**config.mk**
```make
export PLATFORM = sky130hd
export DESIGN_NAME = pc_fetch_ctrl
export DESIGN_NICKNAME = d
export VERILOG_FILES = /design/src/rtl/pc_fetch_ctrl.sv
export SDC_FILE = /design/constraint.sdc
export NUM_CORES = 1
export LEC_CHECK = 0
export BUFFER_PORTS_ARGS = -buffer_cell sky130_fd_sc_hd__buf_2
export CORE_MARGIN = 2
export CORE_UTILIZATION = 35
export DETAILED_ROUTE_END_ITERATION = 10
export GPL_TIMING_DRIVEN = 0
export SLEW_MARGIN = 30
export SYNTH_ARGS = -nofsm -noshare
export SYNTH_HDL_FRONTEND = slang
export SYNTH_SLANG_ARGS = --single-unit
```
**constraint.sdc**
```tcl
create_clock -name clk -period 2 [get_ports clk]
set_clock_uncertainty 0.05 [all_clocks]
set_input_delay 0.2 -clock clk [delete_from_list [all_inputs] [get_ports clk]]
set_output_delay 0.2 -clock clk [all_outputs]
set_load 0.02 [all_outputs]
```
**src/rtl/pc_fetch_ctrl.sv**
```systemverilog
// pc_fetch_ctrl: program-counter register and instruction-fetch sequencer.
//
// It holds the current PC and drives it to the external PC+4 adder and to
// instruction memory. The adder result comes back on pc_next and becomes the
// sequential next PC once decode consumes the held instruction. Redirects
// (branch/jump) are accepted in any state. A fetch that is in flight when a
// redirect arrives completes on the bus, but its data is thrown away.
//
// Ports
//   clk             in   rising-edge clock
//   rst             in   synchronous, active-high reset
//   pc_addr         out  current PC (adder input and imem address)
//   pc_next         in   pc_addr + 4 from the external adder
//   imem_req        out  fetch request, address = pc_addr
//   imem_ack        in   fetch completion, imem_rdata valid this cycle
//   imem_rdata      in   fetched instruction word
//   redirect_valid  in   branch/jump taken this cycle
//   redirect_target in   new PC for the redirect (low two bits ignored)
//   instr           out  held instruction
//   instr_pc        out  PC of the held instruction
//   instr_valid     out  instr/instr_pc valid
//   instr_ready     in   decode accepts instr this cycle
module pc_fetch_ctrl #(
  parameter int                           instruction_width = 32,
  parameter logic [instruction_width-1:0] RESET_VECTOR      = '0
) (
  input  logic                         clk,
  input  logic                         rst,
  output logic [instruction_width-1:0] pc_addr,
  input  logic [instruction_width-1:0] pc_next,
  output logic                         imem_req,
  input  logic                         imem_ack,
  input  logic [instruction_width-1:0] imem_rdata,
  input  logic                         redirect_valid,
  input  logic [instruction_width-1:0] redirect_target,
  output logic [instruction_width-1:0] instr,
  output logic [instruction_width-1:0] instr_pc,
  output logic                         instr_valid,
  input  logic                         instr_ready
);

  localparam int W = instruction_width;

  typedef enum logic [1:0] {
    S_IDLE = 2'd0,
    S_WAIT = 2'd1,
    S_HOLD = 2'd2
  } state_t;

  state_t         r_state;
  state_t         w_state_nxt;
  logic [W-1:0]   r_pc;
  logic [W-1:0]   w_pc_nxt;
  logic           r_req;
  logic           w_req_nxt;
  logic [W-1:0]   r_instr;
  logic [W-1:0]   w_instr_nxt;
  logic [W-1:0]   r_instr_pc;
  logic [W-1:0]   w_instr_pc_nxt;
  logic           r_vld;
  logic           w_vld_nxt;
  logic           r_kill;
  logic           w_kill_nxt;
  logic [W-1:0]   r_pend_pc;
  logic [W-1:0]   w_pend_pc_nxt;

  logic           w_ack;
  logic [W-1:0]   w_tgt;

  function automatic logic [W-1:0] align_pc(input logic [W-1:0] addr);
    return {addr[W-1:2], 2'b00};
  endfunction

  // An ack with no request outstanding (e.g. a late one after reset) is noise.
  assign w_ack = imem_ack & r_req;
  assign w_tgt = align_pc(redirect_target);

  // Next-state and next-output logic
  always_comb begin
    w_state_nxt    = r_state;
    w_pc_nxt       = r_pc;
    w_req_nxt      = r_req;
    w_instr_nxt    = r_instr;
    w_instr_pc_nxt = r_instr_pc;
    w_vld_nxt      = r_vld;
    w_kill_nxt     = r_kill;
    w_pend_pc_nxt  = r_pend_pc;

    unique case (r_state)
      S_IDLE: begin
        w_state_nxt = S_WAIT;
        w_req_nxt   = 1'b1;
        if (redirect_valid) w_pc_nxt = w_tgt;
      end

      S_WAIT: begin
        if (w_ack) begin
          w_req_nxt = 1'b0;
          if (r_kill || redirect_valid) begin
            // A redirect in the ack cycle is newer than any parked target.
            w_pc_nxt    = redirect_valid ? w_tgt : r_pend_pc;
            w_kill_nxt  = 1'b0;
            w_state_nxt = S_IDLE;
          end else begin
            w_instr_nxt    = imem_rdata;
            w_instr_pc_nxt = r_pc;
            w_vld_nxt      = 1'b1;
            w_state_nxt    = S_HOLD;
          end
        end else if (redirect_valid) begin
          // pc_addr must stay stable while the request is up, so the target
          // is parked until the in-flight fetch drains.
          w_kill_nxt    = 1'b1;
          w_pend_pc_nxt = w_tgt;
        end
      end

      S_HOLD: begin
        if (redirect_valid) begin
          w_vld_nxt   = 1'b0;
          w_pc_nxt    = w_tgt;
          w_req_nxt   = 1'b1;
          w_state_nxt = S_WAIT;
        end else if (instr_ready) begin
          w_vld_nxt   = 1'b0;
          w_pc_nxt    = pc_next;
          w_req_nxt   = 1'b1;
          w_state_nxt = S_WAIT;
        end
      end

      default: begin
        w_state_nxt = S_IDLE;
        w_req_nxt   = 1'b0;
        w_vld_nxt   = 1'b0;
        w_kill_nxt  = 1'b0;
      end
    endcase
  end

  // State and output registers
  always_ff @(posedge clk) begin
    if (rst) begin
      r_state    <= S_IDLE;
      r_pc       <= RESET_VECTOR;
      r_req      <= 1'b0;
      r_instr    <= '0;
      r_instr_pc <= '0;
      r_vld      <= 1'b0;
      r_kill     <= 1'b0;
      r_pend_pc  <= '0;
    end else begin
      r_state    <= w_state_nxt;
      r_pc       <= w_pc_nxt;
      r_req      <= w_req_nxt;
      r_instr    <= w_instr_nxt;
      r_instr_pc <= w_instr_pc_nxt;
      r_vld      <= w_vld_nxt;
      r_kill     <= w_kill_nxt;
      r_pend_pc  <= w_pend_pc_nxt;
    end
  end

  assign pc_addr     = r_pc;
  assign imem_req    = r_req;
  assign instr       = r_instr;
  assign instr_pc    = r_instr_pc;
  assign instr_valid = r_vld;

endmodule

```
# Yosys cells after proc, flatten, opt, wreduce, memory -nomap -nowiden
# Index checks and enable logic that the tools add are counted.
# Widths: inputs -> output; s select.
# word_totals
memories	0
romBits	0
regBits	133
ramBits	0
word_cells	57
inputBits	101
latch_bits	0
# op_classes
div	0
n_lt_le_gt_ge	0
mul	0
bitwise_logic	5
shifts	0
n_eq_ne	9
addsub	0
mux	25
reduce_logical	10
# ops
cell	count
$mux 32	6
$pmux 32 s3	1
$mux 1	10
$ne 3x3->1 const B	3
$mux 2	4
$ne 2x2->1 const B	4
$pmux 1 s3	2
$pmux 2 s3	1
$reduce_and 3->1	2
$reduce_and 5->1	1
$not 1->1	4
$reduce_and 2->1	2
$reduce_and 4->1	1
$reduce_bool 3->1	1
$eq 2x1->1 const B	1
$eq 2x2->1 const B	1
$logic_not 2->1	1
$pmux 1 s2	1
$reduce_or 2->1	1
$and 1x1->1	1
$logic_or 1x1->1	1

# Longest topological paths before layout
# logic_depth
ltp_word	4
depth_mapped	9
ltp_nobuf	6

# Worst setup path after synthesis
# Ideal clock, no wire load.
# synth_timing
path_type	reg-to-reg
start	register r_state[0]
end	register r_pc[1] (netlist: pc_addr[1])
n_path_buf	1
path_stages_with_launch	8
synth_period_minus_slack_ns	1.822
t_arrival_ns	1.702
required_time_ns	1.880
setup_ns	0.070
path_slack_ns	0.178
path_cell_list	dfxtp_1 inv_1 ha_1 buf_6 nor3b_4 a21o_1 or4_1 a21oi_1
# synth_between
elab_chain_len	3
word_cells_on_any_way	10
# synth_lines
item	line_no	source
start: declaration	50	state_t r_state;
start signal: assignment	153	r_state <= w_state_nxt;
$eq 2x2->1 (tied with other cells)	89	unique case (r_state)
$ne 3x3->1 (no line) (tied with other cells)	--	
$reduce_and 5->1 (no line)	--	
end signal: assignment	154	r_pc <= w_pc_nxt;
end: declaration	52	logic [W-1:0] r_pc;
# Several ways; a longest one is shown, not always the timed one.
# A chain may end at the register's enable or synchronous reset.

# Final worst setup path
# layout_timing
start	register r_state[1]
end	register r_pc[1] (netlist: pc_addr[1])
# Same word-level chain as after synthesis.

==> impl_metrics.json <==
{
  "grt_max_degree": 17,
  "path_class": "register to register",
  "crit_arrival_ps": 2210,
  "cpPeakStageDelay_ps": 480,
  "crit_fanout": 10,
  "max_slew_margin_pct": 54.5,
  "cts_max_level": 4,
  "startpoint_type": "register",
  "worstPathCellList": "inv_1 -> ha_1 -> nand2b_1 -> buf_2 -> or4_1 -> a21oi_1",
  "die_w_um": 129,
  "crit_path_end_kind": "register",
  "hold-path-endpoint": "pc_addr[1]",
  "hpwl_um": 13100,
  "r2r_cells": 6,
  "fmax_mhz": 518,
  "drtAntennaViolNets": 0,
  "cts_tree": "built",
  "hp-start": "pc_next[1]",
  "power_uw": 10500,
  "drt_pass1_iterations": 5,
  "path_clk_slew_ps": 50,
  "cts_buffers": 17,
  "final-hold-violation-count": 0,
  "nFillCells": 1482,
  "synthCells": 675,
  "drive_above_1_share_pct": 29.1,
  "io-pin-count": 199,
  "synth_cell_type_count": 32,
  "io_buffers": 195,
  "synth_compound_gate_area_share_pct": 24.2,
  "final_core_util_pct": 53.2,
  "ys_seq_area_share_pct": 48.7,
  "maxCapViolations": 0,
  "synthSimpleGateAreaFrac_pct": 17.8,
  "avgRoutedWirePerCell_um": 15.4,
  "ff_latch_area_mm2": 0.00266,
  "synth_area_per_cell_um2": 8.10,
  "synth_top_cell_by_area": "dfxtp_1",
  "synth.area.top_cells": "dfxtp_1 49%, a21oi_1 14%, nand2_1 13%",
  "reg2reg_from": "r_state[1]",
  "fp.coreArea_mm2": 0.0153,
  "finalNonFillerCells": 1176,
  "grt_pass1_vias": 5122,
  "syn_nets": 781,
  "nets": 1057,
  "synth-seq-cells": 133,
  "gp_congestion": 0.841,
  "start_util_pct": 35.8,
  "setup_tns_ps": 0,
  "status": "complete, no violations",
  "dp.cells": 1081,
  "cts.sinks": 133,
  "synth_fa_ha_area_share_pct": 1.14,
  "die_area_mm2": 0.0166,
  "synthXorXnorAreaFrac_pct": 0,
  "fin_crit_sh_pct": 96.5,
  "grt_usage_pct": 21.6,
  "grt_pass1_wl_um": 27600,
  "drtIter0Drc": 467,
  "synth_top_area_share_pct": 48.7,
  "insertion_delay_ps": 410,
  "antenna_found_initial": 1,
  "grt_setup_unrepaired": "yes",
  "multi_input_area_mm2": 0.00246,
  "critPathSlowestCell": "or4_1",
  "leakage_uw": 0.00335,
  "synthToLayoutAreaGrowth_pct": 48.4,
  "synthMuxAreaShare_pct": 1.14,
  "holdPathStages": 4,
  "cts_root_buffer": "clkbuf_16",
  "drcViolationCount": 0,
  "worst_slew_pin_slew_ps": 683,
  "vias_per_cell": 4.80,
  "via_count": 5647,
  "ir_worst_vdd_mv": 0.715,
  "p_per_area_mw_per_mm2": 1290,
  "period_minus_slack_ps": 1930,
  "setup_violations": 0,
  "synth_top_family_by_area": "compound AO/OA/AOI/OAI gates",
  "hold_ws_ps": 183,
  "cp_data_required_time_ps": 2280,
  "wirelength_um": 18200,
  "synth_area_mm2": 0.00547,
  "drv_slew": 0,
  "timing.rr.end": "pc_addr[1]",
  "hp-class": "input pin to register",
  "chipHeight_um": 129,
  "fp-row-count": 45,
  "overflow": 0,
  "synth_warnings": 0,
  "clock_path_buffers": 2,
  "r2r_slack_ps": 70
}
==> stage by stage <==
stage / setup slack [ps] / cell area, um2
2_1_floorplan: 178 / 5470
3_3_place_gp: -75.3 / 6710
3_5_place_dp: -91.0 / 6710
4_1_cts: 10.9 / 8090
5_1_grt: -12.4 / 8120
6_report: 70.7 / 8120
==> Yosys cell counts, drive strengths merged <==
master / number
a2111oi: 1
a211o: 1
a211oi: 30
a21o: 2
a21oi: 157
a22oi: 32
a311oi: 1
and3: 1
buf: 29
clkbuf: 30
dfxtp: 133
ha: 5
inv: 2
mux2: 2
mux2i: 4
nand2: 190
nand2b: 3
nand3: 1
nor2: 38
nor2b: 1
nor3: 2
nor3b: 3
o21a: 1
o21ai: 3
or3: 1
or4: 2
==> where the power goes <==
group | internal [uW] | switching, uW | leakage, uW
sequential | 3080 | 363 | 0.00108
clock | 2570 | 1170 | 0.000342
combinational | 1240 | 2090 | 0.00193
==> cells by family (layout without fill, tap and decap cells) <==
kind of cell | count (synthesis) | in the layout
and+or+nand+nor | 242 | 242
AOI/OAI and AO/OA | 228 | 228
DFF | 133 | 133
buffers and inverters | 61 | 350
muxes | 6 | 6
adders and majority gates | 5 | 5
other | 0 | 1
==> cell usage in the layout (no fill, tap or decap), types with 17 or more instances in the layout <==
cell type | Yosys | final
a22oi_1 | 32 | 32
dfxtp_1 | 133 | 132
clkbuf_1 | 30 | 21
nand2_1 | 190 | 190
nor2_1 | 38 | 36
a211oi_1 | 30 | 30
dlygate4sd3_1 | 0 | 62
a21oi_1 | 156 | 153
buf_2 | 9 | 201
buf_6 | 17 | 17
clkbuf_16 | 0 | 17
==> routing by layer <==
layer	vias to the layer above	GRT usage, %	part of all wire, %
li1	2870	-	-
met1	2570	29.6	47
met2	182	34.0	47
met3	25	4.53	4.4
met4	0	7.23	1.8
met5	-	0	0
==> flip-flops by register name, indices dropped and copies added, names as in the netlist <==
| register | cells |
|---|---|
| r_pend_pc | 32 |
| r_state | 2 |
| instr_valid | 1 |
| imem_req | 1 |
| instr_pc | 32 |
| r_kill | 1 |
| instr | 32 |
| pc_addr | 32 |
==> worst max-delay path: cells and delay by family (launching register included) <==
kind / cells / cell delay (ps)
adder cells (fa/ha/maj): 1 / 350
buffers and inverters: 2 / 320
AND/OR/NAND/NOR: 2 / 620
AO/OA/AOI/OAI: 1 / 130
flip-flops: 1 / 380
==> how the worst max path moves through the flow <==
stage                           from           to  cells past startpoint
final                     r_state[1]   pc_addr[1]                      6
after global routing      r_state[1]   pc_addr[1]                      6
after CTS                 r_state[1]  pc_addr[15]                      9
after detailed placement  r_state[1]  instr_pc[0]                      7
after global placement    r_state[0]  pc_addr[20]                      7
after floorplan           r_state[0]   pc_addr[1]                      7
==> timing repair <==
action / 4_1_cts / 5_1_grt
pin swaps: 1 / 0
resized for setup: 12 / 13
hold buffers: 62 / 0
buffers inserted: 1 / 0
gates cloned: 0 / 0
endpoints found under the hold margin: 62 / 0
setup endpoints to repair: 93 / 41
==> layout make-up <==
cell class                      instances  share of cell area, %
Inverter                                2                 0.0925
Timing Repair Buffer                  258                   19.9
Antenna cell                            1                 0.0308
Multi-Input combinational cell        481                   30.3
Buffer                                 58                   4.78
Clock inverter                         12                   3.05
Clock buffer                           20                   5.75
Sequential cell                       133                   32.8
Tap cell                              211                   3.25
Note: power is estimated with default switching activity, not from simulation.
